===== src/rtl/alu_result_stage.sv =====
// ---------------------------------------------------------------------------
// alu_result_stage
//
// Registered output stage behind the 8-bit ALU. It accepts one result per
// cycle through a valid/ready handshake and holds up to two of them (a main
// entry and a skid entry). It presents the oldest entry to the writeback
// consumer. The stage also owns the architectural carry register, which
// feeds back to the ALU input_carry.
//
// Ports:
//   clk          system clock, rising edge
//   rst_n        asynchronous active-low reset
//   in_valid     ALU result valid
//   in_ready     stage can accept (registered, low only when FULL)
//   in_result    ALU result
//   in_flag      ALU flags {sign, zero, carry}
//   in_is_logic  producing op is a logic op (leaves carry untouched)
//   out_valid    head entry valid towards writeback
//   out_ready    writeback accepts the head entry
//   out_result   head result
//   out_flag     head flags
//   carry_clr    synchronous clear of the carry register
//   carry_q      architectural carry
//   perf_ops     (ALU_RESULT_PERF_EN only) saturating drain counter
//   perf_stall   (ALU_RESULT_PERF_EN only) saturating stall-cycle counter
//
// Build option: define ALU_RESULT_PERF_EN to add the two perf counters.
//
// state | meaning
// ------+-------------------------------------
// EMPTY | no entries held
// ONE   | main entry held
// FULL  | main and skid entries held
// ---------------------------------------------------------------------------
module alu_result_stage #(
    parameter int DATA_WIDTH = 8,
    parameter int FLAG_WIDTH = 3
) (
    input  logic                  clk,
    input  logic                  rst_n,
    input  logic                  in_valid,
    output logic                  in_ready,
    input  logic [DATA_WIDTH-1:0] in_result,
    input  logic [FLAG_WIDTH-1:0] in_flag,
    input  logic                  in_is_logic,
    output logic                  out_valid,
    input  logic                  out_ready,
    output logic [DATA_WIDTH-1:0] out_result,
    output logic [FLAG_WIDTH-1:0] out_flag,
    input  logic                  carry_clr,
`ifdef ALU_RESULT_PERF_EN
    output logic [15:0]           perf_ops,
    output logic [15:0]           perf_stall,
`endif
    output logic                  carry_q
);

    typedef enum logic [1:0] {
        EMPTY = 2'd0,
        ONE   = 2'd1,
        FULL  = 2'd2
    } state_t;

    state_t                state;
    logic [DATA_WIDTH-1:0] main_result;
    logic [FLAG_WIDTH-1:0] main_flag;
    logic [DATA_WIDTH-1:0] skid_result;
    logic [FLAG_WIDTH-1:0] skid_flag;

    logic accept;
    logic drain;

    // Both handshakes use the registered ready/valid, so there is no
    // combinational path from out_ready to in_ready or from in_* to out_*.
    assign accept = in_valid & in_ready;
    assign drain  = out_valid & out_ready;

    assign out_result = main_result;
    assign out_flag   = main_flag;

    always_ff @(posedge clk or negedge rst_n) begin
        if (!rst_n) begin
            state       <= EMPTY;
            in_ready    <= 1'b1;
            out_valid   <= 1'b0;
            main_result <= '0;
            main_flag   <= '0;
            skid_result <= '0;
            skid_flag   <= '0;
        end else begin
            case (state)
                EMPTY: begin
                    if (accept) begin
                        main_result <= in_result;
                        main_flag   <= in_flag;
                        state       <= ONE;
                        out_valid   <= 1'b1;
                        in_ready    <= 1'b1;
                    end
                end
                ONE: begin
                    if (accept && !drain) begin
                        skid_result <= in_result;
                        skid_flag   <= in_flag;
                        state       <= FULL;
                        in_ready    <= 1'b0;
                    end else if (drain && !accept) begin
                        state       <= EMPTY;
                        out_valid   <= 1'b0;
                    end else if (accept && drain) begin
                        // head leaves while the new result replaces it
                        main_result <= in_result;
                        main_flag   <= in_flag;
                    end
                end
                FULL: begin
                    // in_ready is low here, so only a drain can happen
                    if (drain) begin
                        main_result <= skid_result;
                        main_flag   <= skid_flag;
                        state       <= ONE;
                        in_ready    <= 1'b1;
                    end
                end
                default: begin
                    state     <= EMPTY;
                    in_ready  <= 1'b1;
                    out_valid <= 1'b0;
                end
            endcase
        end
    end

    // Carry follows accepted arithmetic ops immediately so back-to-back ops
    // chain without waiting for writeback; the clear has priority.
    always_ff @(posedge clk or negedge rst_n) begin
        if (!rst_n) begin
            carry_q <= 1'b0;
        end else if (carry_clr) begin
            carry_q <= 1'b0;
        end else if (accept && !in_is_logic) begin
            carry_q <= in_flag[0];
        end
    end

`ifdef ALU_RESULT_PERF_EN
    always_ff @(posedge clk or negedge rst_n) begin
        if (!rst_n) begin
            perf_ops   <= '0;
            perf_stall <= '0;
        end else begin
            if (drain && (perf_ops != 16'hFFFF)) begin
                perf_ops <= perf_ops + 16'd1;
            end
            if (out_valid && !out_ready && (perf_stall != 16'hFFFF)) begin
                perf_stall <= perf_stall + 16'd1;
            end
        end
    end
`endif

endmodule


===== config.mk =====
export PLATFORM = sky130hd
export DESIGN_NAME = alu_result_stage
export DESIGN_NICKNAME = d
export VERILOG_FILES = /design/src/rtl/alu_result_stage.sv
export SDC_FILE = /design/constraint.sdc
export NUM_CORES = 1
export LEC_CHECK = 0
export CAP_MARGIN = 20
export CORE_MARGIN = 4
export CORE_UTILIZATION = 25
export DETAILED_ROUTE_END_ITERATION = 16
export SLEW_MARGIN = 5
export SYNTH_ARGS = -nofsm -noshare
export SYNTH_HDL_FRONTEND = slang
export SYNTH_SLANG_ARGS = --single-unit
export TNS_END_PERCENT = 20

===== constraint.sdc =====
create_clock -name clk -period 3.4 [get_ports clk]
set_input_delay 0.34 -clock clk [delete_from_list [all_inputs] [get_ports clk]]
set_output_delay 0.34 -clock clk [all_outputs]
set_load 0.01 [all_outputs]

# Word-level counts from Yosys, hierarchy flattened
# Cells that the tools add are included.
classes:
  mux: 26
  eq_ne: 10
  n_reduce_logical: 15
  shift: 0
  div: 0
  bitwise: 3
  magnitude_cmp: 0
  addsub: 0
  mul: 0
ops:
  columns: ["operator", "count"]
  rows:
  - ["8-bit 2-to-1 mux", 5]
  - ["8-bit case mux with 3 select lines", 1]
  - ["3-bit 2-to-1 mux", 5]
  - ["2-bit inequality test, second input constant", 7]
  - ["3-bit case mux with 3 select lines", 1]
  - ["2-bit 2-to-1 mux", 4]
  - ["1-bit 2-to-1 mux", 7]
  - ["1-bit case mux with 3 select lines", 2]
  - ["2-bit case mux with 3 select lines", 1]
  - ["3-bit AND reduction", 2]
  - ["6-bit AND reduction", 1]
  - ["1-bit logical AND", 4]
  - ["4-bit AND reduction", 1]
  - ["1-bit logical NOT", 3]
  - ["3-bit inequality test, second input constant", 1]
  - ["3-bit nonzero test", 1]
  - ["1-bit bitwise AND", 2]
  - ["2-bit by 1-bit equality test with 1-bit output, second input constant", 1]
  - ["2-bit equality test, second input constant", 1]
  - ["2-bit logical NOT", 1]
  - ["2-bit AND reduction", 1]
  - ["2-bit nonzero test", 1]
  - ["1-bit NOT", 1]
totals:
  output_inout_bits: 14
  n_memories: 0
  latchBits: 0
  ramBits: 0
  rom_bits: 0
  inputBits: 17
  reg_bits: 27
  wordCells: 62

# Logic depth before layout (Yosys ltp)
# Gate-level depths: netlist of the first run.
logic_depth:
  depth_word: 6
  depth_mapped: 4
  ltp_nobuf: 3

# Worst setup path before layout of the first run
# OpenSTA, ideal clock, no wires.
synth_path:
  path_kind: "register -> register"
  start: "reg in_ready"
  end: "reg main_result[2] (netlist: out_result[2])"
  slack_ns: 1.808
  t_arrival_ns: 1.465
  stages_incl_launch_ff: 5
  setup_time_ns: 0.128
  path_buffers: 1
  required_ns: 3.272
  synth_period_minus_slack_ns: 1.592
  path_cell_list: "dfstp_2 nand2_1 o32ai_2 buf_6 mux2_1"
synth_via:
  elab_chain_cells: 5
  word_cells_on_any_way: 10
  classes_between: "eq/ne (4); bitwise (1); reduce/logical (5)"
synth_lines:
  columns: ["item", "line_no", "rtl"]
  rows:
  - ["from (decl)", "42", "output logic in_ready,"]
  - ["from (signal assigned)", "84", "in_ready <= 1'b1;"]
  - ["from (signal assigned)", "98", "in_ready <= 1'b1;"]
  - ["from (signal assigned)", "106", "in_ready <= 1'b0;"]
  - ["1-bit bitwise AND *", "75", "assign accept = in_valid & in_ready;"]
  - ["1-bit logical NOT", "107", "end else if (drain && !accept) begin"]
  - ["1-bit logical AND", "107", null]
  - ["2-bit inequality test (no line)", null, null]
  - ["6-bit AND reduction (no line) *", null, null]
  - ["to (signal assigned)", "94", "main_result <= in_result;"]
  - ["to (signal assigned)", "112", "main_result <= in_result;"]
  - ["to (signal assigned)", "119", "main_result <= skid_result;"]
  - ["to (decl)", "65", "logic [DATA_WIDTH-1:0] main_result;"]
# Mark *: on every way between the ends. The rest lies on a longest branch, timed or not.
# A chain may end at the register's enable or synchronous reset.

# Worst setup path in the final report of the first run
layout_path:
  start: "reg state[1]"
  end: "reg main_result[3] (netlist: out_result[3])"
layout_via:
  elab_chain_cells: 3
  word_cells_on_any_way: 11
  classes_between: "eq/ne (7); mux (1); reduce/logical (3)"
layout_lines:
  columns: ["item", "line_no", "rtl"]
  rows:
  - ["from (decl)", "64", "state_t state;"]
  - ["from (signal assigned)", "83", "state <= EMPTY;"]
  - ["from (signal assigned)", "96", "state <= ONE;"]
  - ["from (signal assigned)", "105", "state <= FULL;"]
  - ["2-bit by 1-bit equality test with 1-bit output, or another cell as far along", "91", "case (state)"]
  - ["2-bit inequality test (no line) or 3-bit nonzero test (tied branches)", null, null]
  - ["6-bit AND reduction (no line)", null, null]
# Several ways; a longest one is shown, not always the timed one.

==> summary.txt, run 1 <==
Timing
  • FMAX: 574 MHz
  • Slew at the pin closest to its max-slew limit: 597 ps
  • Setup TNS: 0 ps
  • Final worst path period need: 1740 ps
  • Relative slew margins: 0.602
  • Number of endpoints with negative hold slack in the final report: 0
  • Layout Skew: 3.57 ps
  • Final Max Tran Viols: 0
  • Number of failing setup endpoints in the final timing report: 0
  • RSZ-0062 raised after global routing: no
  • Post-route setup slack: 1660 ps
  • Period Utilization, post-route: 0.512

Clocking
  • Number of clock sinks seen by CTS: 27
  • Clock transition at path regs: 90 ps
  • Longest Clk Path Bufs: 2
  • Clock tree from TritonCTS: built
  • Inserted Clock Buffers: 3
  • CTS H-Tree Depth: 1
  • Cts hold-fix bufs: 0
  • Clock latency on the worst-skew pair: 260 ps
  • # Post-CTS Setup Buffers: 0
  • Resized Gates After CTS: 0
  • Library cell used as clock root buffer: sky130_fd_sc_hd__clkbuf_8

Critical path
  • Maximum net fanout on the critical path: 10
  • Count of cells along the worst register-to-register path: 3
  • Critical path class: reg -> reg
  • Worst R2R End: out_result[3]$_DFFE_PN0P_
  • Reg2Reg Launch Point: state[1]$_DFFE_PN0P_
  • Arrival time at the worst endpoint: 1900 ps
  • Worst R2R Setup Slack: 1660 ps
  • Req. time, crit path: 3560 ps
  • Crit path launch type: register
  • Crit end category: register

Global routing
  • Combined global-route utilization of all metal layers: 0.0780
  • Antenna violations before repair: 0
  • Number of global-route vias before repair: 877
  • Global-route congestion overflow total: 0
  • First-pass GRT wire length: 3960 um
  • Maximum number of pins on one net before global-route repair: 28

Place
  • IO Port Bufs: 30
  • Setup slack after placement: 1400 ps
  • Total instance count after detailed placement: 181
  • Routability cong.: 0.772
  • Sum of net half-perimeters after detailed placement: 1760 um

Logic synthesis
  • Post-synthesis net count: 102
  • Leading post-synthesis cells by instance count: 26 x sky130_fd_sc_hd__dfrtp_1, 19 x sky130_fd_sc_hd__mux2_4, 10 x sky130_fd_sc_hd__mux2_1
  • Unique cell type count in the Yosys netlist: 24
  • Post-synthesis cell area: 0.00130 mm2
  • Compound-Gate Fraction of Synth Area: 0.0654
  • Post-synthesis average cell area: 15.3 um2
  • Share of synthesized registers carrying an async set or reset: 1.00
  • Mux contribution to synthesized area: 0.348
  • Combinational family with the most area after synthesis: multiplexers
  • Post-synthesis cell count: 85
  • Leading post-synthesis cells by cell area: sky130_fd_sc_hd__dfrtp_1 50%, sky130_fd_sc_hd__mux2_4 22%, sky130_fd_sc_hd__mux2_1 8.7%
  • Top-count cell post-synth: sky130_fd_sc_hd__dfrtp_1
  • Xor-xnor portion of the synthesized cell area: 0
  • Dominant cell type by area after synthesis: sky130_fd_sc_hd__dfrtp_1
  • Most instantiated flip-flop cell in the synthesis netlist: sky130_fd_sc_hd__dfrtp_1
  • Synth Warn #: 0
  • Flops & latches, synth: 27
  • Sequential-to-total area share from yosys stat: 0.520
  • Post-synth EDFFs: 0
  • Adder-cell share of the synthesized area: 0
  • Area share of the largest cell type after synthesis: 0.500
  • Simple-gate area share of the yosys netlist: 0.0404

Run status
  • Result of the run: completed

Layout
  • Layout overhead on the synthesized area: 31.9%
  • Post-layout net count: 136
  • Number of diodes added for antenna fixing: 0
  • Fraction of layout instances using a drive strength above 1: 0.271
  • Final cell count without fillers: 185

Pwr
  • Switching power share of the total: 0.244
  • Power per cell area: 548 mW/mm2
  • Overall power after layout: 0.000942 W
  • Power share of the combinational group: 0.320
  • Share of power burned in the clock network: 0.186
  • Cell internal pwr: 0.000712 W
  • LEAKAGE: 0.782 nW
  • Worst vdd ir: 0.185 mV
  • Sequential power share: 0.493
  • Switching power: 0.000230 W

Route
  • Violation count after the first detailed-route iteration: 21
  • Count of antenna-violating nets left after detailed routing: 0
  • DRT met1 WL: 1020 um
  • Total DRC errors in the routed layout: 0
  • Post-DR vias/cell: 4.19
  • Total length of routed met2 wires: 1110 um
  • Via count: 776
  • Wire length per cell after detailed routing: 12.7 um
  • Top routing layer in use: met4
  • Total wirelength of the detailed-routed design: 2340 um
  • Router iterations before antenna repair: 2
  • Total met3 wirelength after detailed routing: 191 um

Die
  • Starting utilization of the core area: 0.267
  • Total core area: 0.00488 mm2
  • Chip height: 80.1 um
  • Total I/O pin count: 31
  • Site row count: 25
  • Die width: 80.1 um
  • Die area: 0.00642 mm2

Flow run
  • Total of max-cap violations: 0

Worst hold path
  • Type of the worst min-delay path: in -> async
power by group through the flow:
stage / Clock (W) / Sequential, W / Combinational [W]
floorplan: 0 / 0.000494 / 0.000113
global placement: 0 / 0.000470 / 0.000304
detailed placement: 0 / 0.000474 / 0.000308
CTS: 0.000187 / 0.000467 / 0.000308
global route: 0.000200 / 0.000480 / 0.000323
finish: 0.000176 / 0.000464 / 0.000302
metal layers:
metal	vias up	track usage
li1	373	-
met1	382	0.0907
met2	19	0.132
met3	2	0.0303
met4	0	0.0236
met5	-	0
logic make-up after synthesis:
group	count (synthesis)
DFF	27
muxes	34
AOI/OAI and AO/OA	11
and+or+nand+nor	9
buffers and inverters	4
metrics by stage:
stage               hold WS (ps)  instance area (um2)  utilization
floorplan                   44.4                 1300            -
global placement             475                 1670        0.342
detailed placement           482                 1670        0.342
CTS                          443                 1720        0.352
global route                 474                 1720        0.352
finish                       435                 1720        0.352
worst max-delay path, stage by stage (launching register included):
cell,delay [ps]
sky130_fd_sc_hd__dfrtp_1,480
sky130_fd_sc_hd__and2b_1,550
sky130_fd_sc_hd__mux2_4,350
sky130_fd_sc_hd__mux2_2,260
sequential cells by signal, summed over array words and instances, names as in the netlist:
name	cells
out_result	8
state	2
skid_result	8
out_flag	3
in_ready	1
carry_q	1
out_valid	1
skid_flag	3
worst max-delay path by stage:
stage                          from  cells after the start                   endpoint  slack [ps]
2_1_floorplan  in_ready$_DFFE_PN1P_                      4  out_result[2]$_DFFE_PN0P_        1810
3_3_place_gp              out_ready                      5  out_result[3]$_DFFE_PN0P_        1420
3_5_place_dp               in_valid                      5  out_result[3]$_DFFE_PN0P_        1400
4_1_cts        state[1]$_DFFE_PN0P_                      3  out_result[3]$_DFFE_PN0P_        1650
5_1_grt        state[1]$_DFFE_PN0P_                      3  out_result[3]$_DFFE_PN0P_        1560
6_report       state[1]$_DFFE_PN0P_                      3  out_result[3]$_DFFE_PN0P_        1660
cell type report:
type | instances | area (um2)
multi-input combinational | 54 | 591
sequential | 27 | 677
clock inverter | 1 | 5.00
inverter | 1 | 3.75
fill | 485 | 3160
tap | 67 | 83.8
clock buffer | 3 | 41.3
timing repair buffer | 32 | 315
placed cells by master, fill, tap and decap left out:
cell type / count
sky130_fd_sc_hd__buf_4: 2
sky130_fd_sc_hd__o32a_1: 1
sky130_fd_sc_hd__nand2b_1: 1
sky130_fd_sc_hd__nand4b_1: 1
sky130_fd_sc_hd__a21boi_0: 1
sky130_fd_sc_hd__clkdlybuf4s50_1: 30
sky130_fd_sc_hd__dfstp_2: 1
sky130_fd_sc_hd__and3b_1: 1
sky130_fd_sc_hd__dfrtp_1: 26
sky130_fd_sc_hd__inv_1: 1
sky130_fd_sc_hd__mux2_4: 19
sky130_fd_sc_hd__o21ai_0: 3
sky130_fd_sc_hd__clkinv_2: 1
sky130_fd_sc_hd__o22ai_1: 1
sky130_fd_sc_hd__a21boi_2: 1
sky130_fd_sc_hd__a211o_1: 1
sky130_fd_sc_hd__and2b_1: 1
sky130_fd_sc_hd__o32ai_2: 1
sky130_fd_sc_hd__mux2_2: 4
sky130_fd_sc_hd__nand2_1: 3
sky130_fd_sc_hd__mux2i_1: 1
sky130_fd_sc_hd__and2_1: 1
sky130_fd_sc_hd__clkbuf_8: 3
sky130_fd_sc_hd__a21oi_1: 2
sky130_fd_sc_hd__nor2_1: 1
sky130_fd_sc_hd__mux2_1: 10
Power figures use the tool's default switching activity.
==> inputs of run 2 (changes only) <==
==> constraint.sdc (replaced) <==
create_clock -name clk -period 1.8 [get_ports clk]
set_input_delay 0.18 -clock clk [delete_from_list [all_inputs] [get_ports clk]]
set_output_delay 0.18 -clock clk [all_outputs]
set_load 0.01 [all_outputs]
==> summary.txt, run 2 (synthesized netlist as in run 1, its figures left out) <==
Run status
  • Result of the run: completed

Timing
  • Slew at the pin closest to its max-slew limit: 347 ps (-250 ps)
  • RSZ-0062 raised after global routing: no
  • Setup TNS: 0 ps (unchanged)
  • Layout Skew: 1.69 ps (-1.89 ps)
  • Final Max Tran Viols: 0 (unchanged)
  • Number of endpoints with negative hold slack in the final report: 0 (unchanged)
  • Number of failing setup endpoints in the final timing report: 0 (unchanged)
  • Period Utilization, post-route: 0.887 (+0.375)
  • Final worst path period need: 1600 ps (-145 ps)
  • Relative slew margins: 0.769 (+0.167)
  • FMAX: 626 MHz (+9.1%)

Layout
  • Number of diodes added for antenna fixing: 0 (unchanged)
  • Fraction of layout instances using a drive strength above 1: 0.298 (+0.0272)
  • Post-layout net count: 142 (+4.4%)
  • Most common library cell in the layout ignoring fill and taps: sky130_fd_sc_hd__clkdlybuf4s50_1
  • Commonest non-fill, non-tap cells in the layout: 30 x sky130_fd_sc_hd__clkdlybuf4s50_1, 26 x sky130_fd_sc_hd__dfrtp_1, 19 x sky130_fd_sc_hd__mux2_4
  • Final cell count without fillers: 191 (+3.2%)
  • Layout overhead on the synthesized area: 37.2%

Clocking
  • Clock tree from TritonCTS: built
  • Library cell used as clock root buffer: sky130_fd_sc_hd__clkbuf_8
  • Clock transition at path regs: 90 ps (about the same)
  • Cts hold-fix bufs: 0 (unchanged)
  • Longest Clk Path Bufs: 2 (unchanged)
  • Inserted Clock Buffers: 3 (unchanged)
  • Resized Gates After CTS: 0 (unchanged)
  • CTS H-Tree Depth: 1 (unchanged)
  • Clock latency on the worst-skew pair: 270 ps (about the same)
  • Number of clock sinks seen by CTS: 27 (unchanged)
  • # Post-CTS Setup Buffers: 0 (unchanged)

Die
  • Starting utilization of the core area: 0.267 (unchanged)
  • Site row count: 25 (unchanged)
  • Die area: 0.00642 mm2 (unchanged)
  • Die width: 80.1 um (unchanged)
  • Total I/O pin count: 31 (unchanged)
  • Chip height: 80.1 um (unchanged)
  • Total core area: 0.00488 mm2 (unchanged)

Critical path
  • Worst setup path start: in_ready$_DFFE_PN1P_
  • Crit end category: register
  • Arrival time at the worst endpoint: 1760 ps (-140 ps)
  • Worst R2R End: out_result[3]$_DFFE_PN0P_
  • Count of cells along the worst register-to-register path: 4 (+1)
  • Crit path launch type: register
  • Reg2Reg Launch Point: in_ready$_DFFE_PN1P_
  • Endpoint of the most critical setup path: out_result[3]$_DFFE_PN0P_
  • Req. time, crit path: 1960 ps (-1600 ps)
  • Worst R2R Setup Slack: 200 ps (-1460 ps)
  • Maximum net fanout on the critical path: 6 (-4)
  • Critical path class: reg -> reg

Worst hold path
  • Type of the worst min-delay path: in -> async

Route
  • Violation count after the first detailed-route iteration: 35 (+67%)
  • Total DRC errors in the routed layout: 0 (unchanged)
  • Via count: 844 (+8.8%)
  • Count of antenna-violating nets left after detailed routing: 0 (unchanged)
  • Post-DR vias/cell: 4.42 (+5.3%)
  • Router iterations before antenna repair: 4 (+2)
  • Wire length per cell after detailed routing: 13.7 um (+8.3%)
  • Total wirelength of the detailed-routed design: 2620 um (+12%)

Flow run
  • Total of max-cap violations: 0 (unchanged)

Place
  • Sum of net half-perimeters after detailed placement: 1950 um (+10%)
  • Total instance count after detailed placement: 187 (+3.3%)
  • IO Port Bufs: 30 (unchanged)
  • Routability cong.: 0.779 (+0.87%)

Global routing
  • Combined global-route utilization of all metal layers: 0.0878 (+0.00987)
  • Number of global-route vias before repair: 900 (+2.6%)
  • Antenna violations before repair: 0 (unchanged)
  • Maximum number of pins on one net before global-route repair: 28 (unchanged)
  • First-pass GRT wire length: 4360 um (+10%)
  • Global-route congestion overflow total: 0 (unchanged)

Pwr
  • Power per cell area: 1010 mW/mm2 (+84%)
  • LEAKAGE: 0.817 nW (+4.5%)
  • Worst vdd ir: 0.370 mV (+99%)
==> run 2: worst min path at each step <==
stage	from	to	slack (ps)	cells after the start
global placement	skid_flag[0]$_DFFE_PN0P_	skid_flag[0]$_DFFE_PN0P_	470	1
CTS	rst_n	out_flag[0]$_DFFE_PN0P_	290	2
finish	rst_n	out_result[6]$_DFFE_PN0P_	280	2
floorplan	rst_n	carry_q$_DFFE_PN0P_	-120	0
global route	rst_n	out_result[4]$_DFFE_PN0P_	330	2
detailed placement	skid_result[1]$_DFFE_PN0P_	skid_result[1]$_DFFE_PN0P_	490	1
==> run 2: area by class of cell <==
class / instances / area [um2]
timing repair buffer: 38 / 385
inverter: 1 / 3.75
sequential: 27 / 677
multi-input combinational: 54 / 591
fill: 488 / 3090
clock buffer: 4 / 45.0
tap: 67 / 83.8
==> run 2: layer usage <==
layer | vias up | share of wire | global-route usage | wire length, um
li1 | 385 | - | - | -
met5 | - | 0 | 0 | 0
met2 | 31 | 0.49 | 0.142 | 1290
met4 | 0 | 0.012 | 0.0270 | 32
met1 | 424 | 0.43 | 0.109 | 1120
met3 | 4 | 0.067 | 0.0303 | 175
==> run 2: metrics by stage <==
step	utilization	hold slack, ps	power [W]	cell area (um2)	setup slack (ps)
floorplan	-	-116	0.00115	1300	208
global placement	0.357	474	0.00147	1740	62.0
detailed placement	0.357	485	0.00149	1740	30.8
CTS	0.366	293	0.00183	1790	195
global route	0.366	334	0.00190	1790	116
finish	0.366	284	0.00180	1790	203
==> run 2: power breakdown <==
part           switching (W)  internal [W]
Sequential         0.0000997      0.000787
Combinational       0.000171      0.000403
Clock               0.000180      0.000158
Total               0.000451       0.00135
==> run 2: critical path, stage by stage (launching register included) <==
cell,delay (ps)
sky130_fd_sc_hd__dfstp_2,590
sky130_fd_sc_hd__nand2_1,100
sky130_fd_sc_hd__o32ai_2,240
sky130_fd_sc_hd__buf_4,220
sky130_fd_sc_hd__mux2_2,340
==> inputs of run 3 (changes only) <==
--- a/config.mk
+++ b/config.mk
@@ -6,9 +6,12 @@
 export NUM_CORES = 1
 export LEC_CHECK = 0
 export CAP_MARGIN = 20
+export CELL_PAD_IN_SITES_DETAIL_PLACEMENT = 0
+export CELL_PAD_IN_SITES_GLOBAL_PLACEMENT = 1
 export CORE_MARGIN = 4
 export CORE_UTILIZATION = 25
 export DETAILED_ROUTE_END_ITERATION = 16
+export PLACE_DENSITY_LB_ADDON = 0.1
 export SLEW_MARGIN = 5
 export SYNTH_ARGS = -nofsm -noshare
 export SYNTH_HDL_FRONTEND = slang
==> summary.txt, run 3 (synthesized netlist as in run 1, its figures left out) <==
Worst hold path
  • Type of the worst min-delay path: in -> async

Route
  • Total DRC errors in the routed layout: 0 (unchanged)
  • Total wirelength of the detailed-routed design: 2620 um (unchanged)
  • Violation count after the first detailed-route iteration: 14 (-60%)
  • Count of antenna-violating nets left after detailed routing: 0 (unchanged)
  • Via count: 814 (-3.6%)
  • Post-DR vias/cell: 4.26 (-3.6%)
  • Router iterations before antenna repair: 3 (-1)
  • Wire length per cell after detailed routing: 13.7 um (unchanged)

Clocking
  • Resized Gates After CTS: 0 (unchanged)
  • Number of clock sinks seen by CTS: 27 (unchanged)
  • # Post-CTS Setup Buffers: 0 (unchanged)
  • CTS H-Tree Depth: 1 (unchanged)
  • Clock transition at path regs: 100 ps (about the same)
  • Inserted Clock Buffers: 3 (unchanged)
  • Cts hold-fix bufs: 0 (unchanged)
  • Longest Clk Path Bufs: 2 (unchanged)
  • Clock latency on the worst-skew pair: 270 ps (about the same)
  • Clock tree from TritonCTS: built
  • Library cell used as clock root buffer: sky130_fd_sc_hd__clkbuf_8

Global routing
  • Combined global-route utilization of all metal layers: 0.0867 (-0.00112)
  • GR met2 Demand/Resource: 0.136 (-0.00662)
  • Number of global-route vias before repair: 816 (-9.3%)
  • Global-route congestion overflow total: 0 (unchanged)
  • Grt met1 use: 0.109 (-0.000466)
  • Global Route met3 Usage: 0.0325 (+0.00224)
  • Maximum number of pins on one net before global-route repair: 28 (unchanged)
  • Antenna violations before repair: 0 (unchanged)
  • First-pass GRT wire length: 4200 um (-3.8%)
  • Global-route layer with the greatest usage: met2

Critical path
  • Crit path launch type: register
  • CP peak stage delay: 440 ps (-150 ps)
  • Req. time, crit path: 1960 ps (about the same)
  • Reg2Reg Launch Point: state[0]$_DFFE_PN0P_
  • Sequence of cells on the critical path: a21boi_2 -> o32ai_2 -> buf_4 -> mux2_2
  • Master of the slowest instance on the critical path: sky130_fd_sc_hd__dfrtp_1
  • Arrival time at the worst endpoint: 1770 ps (about the same)
  • Crit end category: register
  • Worst setup path start: state[0]$_DFFE_PN0P_
  • Maximum net fanout on the critical path: 6 (unchanged)
  • Critical path class: reg -> reg

Die
  • Starting utilization of the core area: 0.267 (unchanged)
  • Die width: 80.1 um (unchanged)
  • Total I/O pin count: 31 (unchanged)
  • Die area: 0.00642 mm2 (unchanged)
  • Chip height: 80.1 um (unchanged)
  • Total core area: 0.00488 mm2 (unchanged)
  • Site row count: 25 (unchanged)

Pwr
  • Cell internal pwr: 0.00135 W (about the same)
  • Sequential power share: 0.489 (-0.004)
  • Share of power burned in the clock network: 0.193 (+0.005)
  • Switching power: 0.000465 W (+3.1%)
  • Power share of the combinational group: 0.318 (about the same)
  • Worst vdd ir: 0.357 mV (-3.4%)
  • Switching power share of the total: 0.256 (+0.00575)
  • Power per cell area: 1020 mW/mm2 (+1.3%)
  • LEAKAGE: 0.809 nW (-1.0%)

Timing
  • Number of endpoints with negative hold slack in the final report: 0 (unchanged)
  • Number of failing setup endpoints in the final timing report: 0 (unchanged)
  • FMAX: 621 MHz (-0.76%)
  • Relative slew margins: 0.757 (-0.0122)
  • Period Utilization, post-route: 0.894 (+0.00679)
  • Final worst path period need: 1610 ps (+12.2 ps)
  • Layout Skew: 8.14 ps (+6.46 ps)
  • RSZ-0062 raised after global routing: no
  • Final hold slack: 269 ps (-14.8 ps)
  • Slew at the pin closest to its max-slew limit: 365 ps (+18.3 ps)
  • Final Max Tran Viols: 0 (unchanged)
  • Setup TNS: 0 ps (unchanged)
  • Post-route setup slack: 191 ps (-12.2 ps)

Run status
  • Result of the run: completed

Place
  • IO Port Bufs: 30 (unchanged)
  • Routability cong.: 0.740 (-5.0%)
  • Setup slack after placement: 41.9 ps (+11.1 ps)
  • Sum of net half-perimeters after detailed placement: 1900 um (-2.4%)

Layout
  • Layout overhead on the synthesized area: 36.5%
  • Commonest non-fill, non-tap cells in the layout: 30 x sky130_fd_sc_hd__clkdlybuf4s50_1, 26 x sky130_fd_sc_hd__dfrtp_1, 19 x sky130_fd_sc_hd__mux2_4
  • Most common library cell in the layout ignoring fill and taps: sky130_fd_sc_hd__clkdlybuf4s50_1
  • Post-layout net count: 142 (unchanged)
  • Fraction of layout instances using a drive strength above 1: 0.306 (+0.00806)
  • Number of diodes added for antenna fixing: 0 (unchanged)

Flow run
  • Total of max-cap violations: 0 (unchanged)
==> run 3: cell count changes in the layout (fill, tap and decap cells not counted), sizes merged <==
cell / previous run / this run
clkbuf: 4 / 3
clkinvlp: 0 / 1
==> run 3: critical path, delay by kind of cell, from the launching register on <==
| family | cells | cell delay [ps] |
|---|---|---|
| muxes | 1 | 340 |
| AOI/OAI and AO/OA | 2 | 490 |
| buffers and inverters | 1 | 220 |
| DFF | 1 | 440 |
==> run 3: cell type report <==
| type | instances | area, um2 |
|---|---|---|
| Fill cell | 490 | 3100 |
| Sequential cell | 27 | 677 |
| Multi-Input combinational cell | 54 | 591 |
| Timing Repair Buffer | 38 | 373 |
| Tap cell | 67 | 83.8 |
| Clock buffer | 3 | 41.3 |
| Clock inverter | 1 | 7.51 |
| Inverter | 1 | 3.75 |
==> run 3: layer usage <==
metal / share of wire / vias up / routed length (um)
met5: 0 / - / 0
met4: 0.0088 / 0 / 23
met3: 0.053 / 2 / 140
met2: 0.47 / 17 / 1230
met1: 0.47 / 401 / 1220
li1: - / 394 / -
==> run 3: worst paths after layout <==
check	to	cells after the start	slack, ps
setup / recovery	out_result[3]$_DFFE_PN0P_	4	190
hold / removal	carry_q$_DFFE_PN0P_	2	270
setup reg to reg	out_result[3]$_DFFE_PN0P_	4	190
hold reg to reg	skid_result[7]$_DFFE_PN0P_	1	500
max in group asynchronous	in_ready$_DFFE_PN1P_	2	1220
min in group clk	carry_q$_DFFE_PN0P_	2	440
==> run 3: through the flow <==
step	area, um2	total power (W)	instances	utilization
after floorplan	1300	0.00115	85	-
after global placement	1730	0.00147	187	0.354
after detailed placement	1730	0.00148	187	0.354
after CTS	1780	0.00186	191	0.364
after global routing	1780	0.00193	191	0.364
final	1780	0.00181	191	0.364
==> run 3: power groups by stage <==
stage               Clock [W]  Sequential (W)  Combinational, W
finish               0.000349        0.000887          0.000577
global route         0.000399        0.000907          0.000620
floorplan                   0        0.000934          0.000213
CTS                  0.000380        0.000891          0.000589
global placement            0        0.000898          0.000575
detailed placement          0        0.000899          0.000584
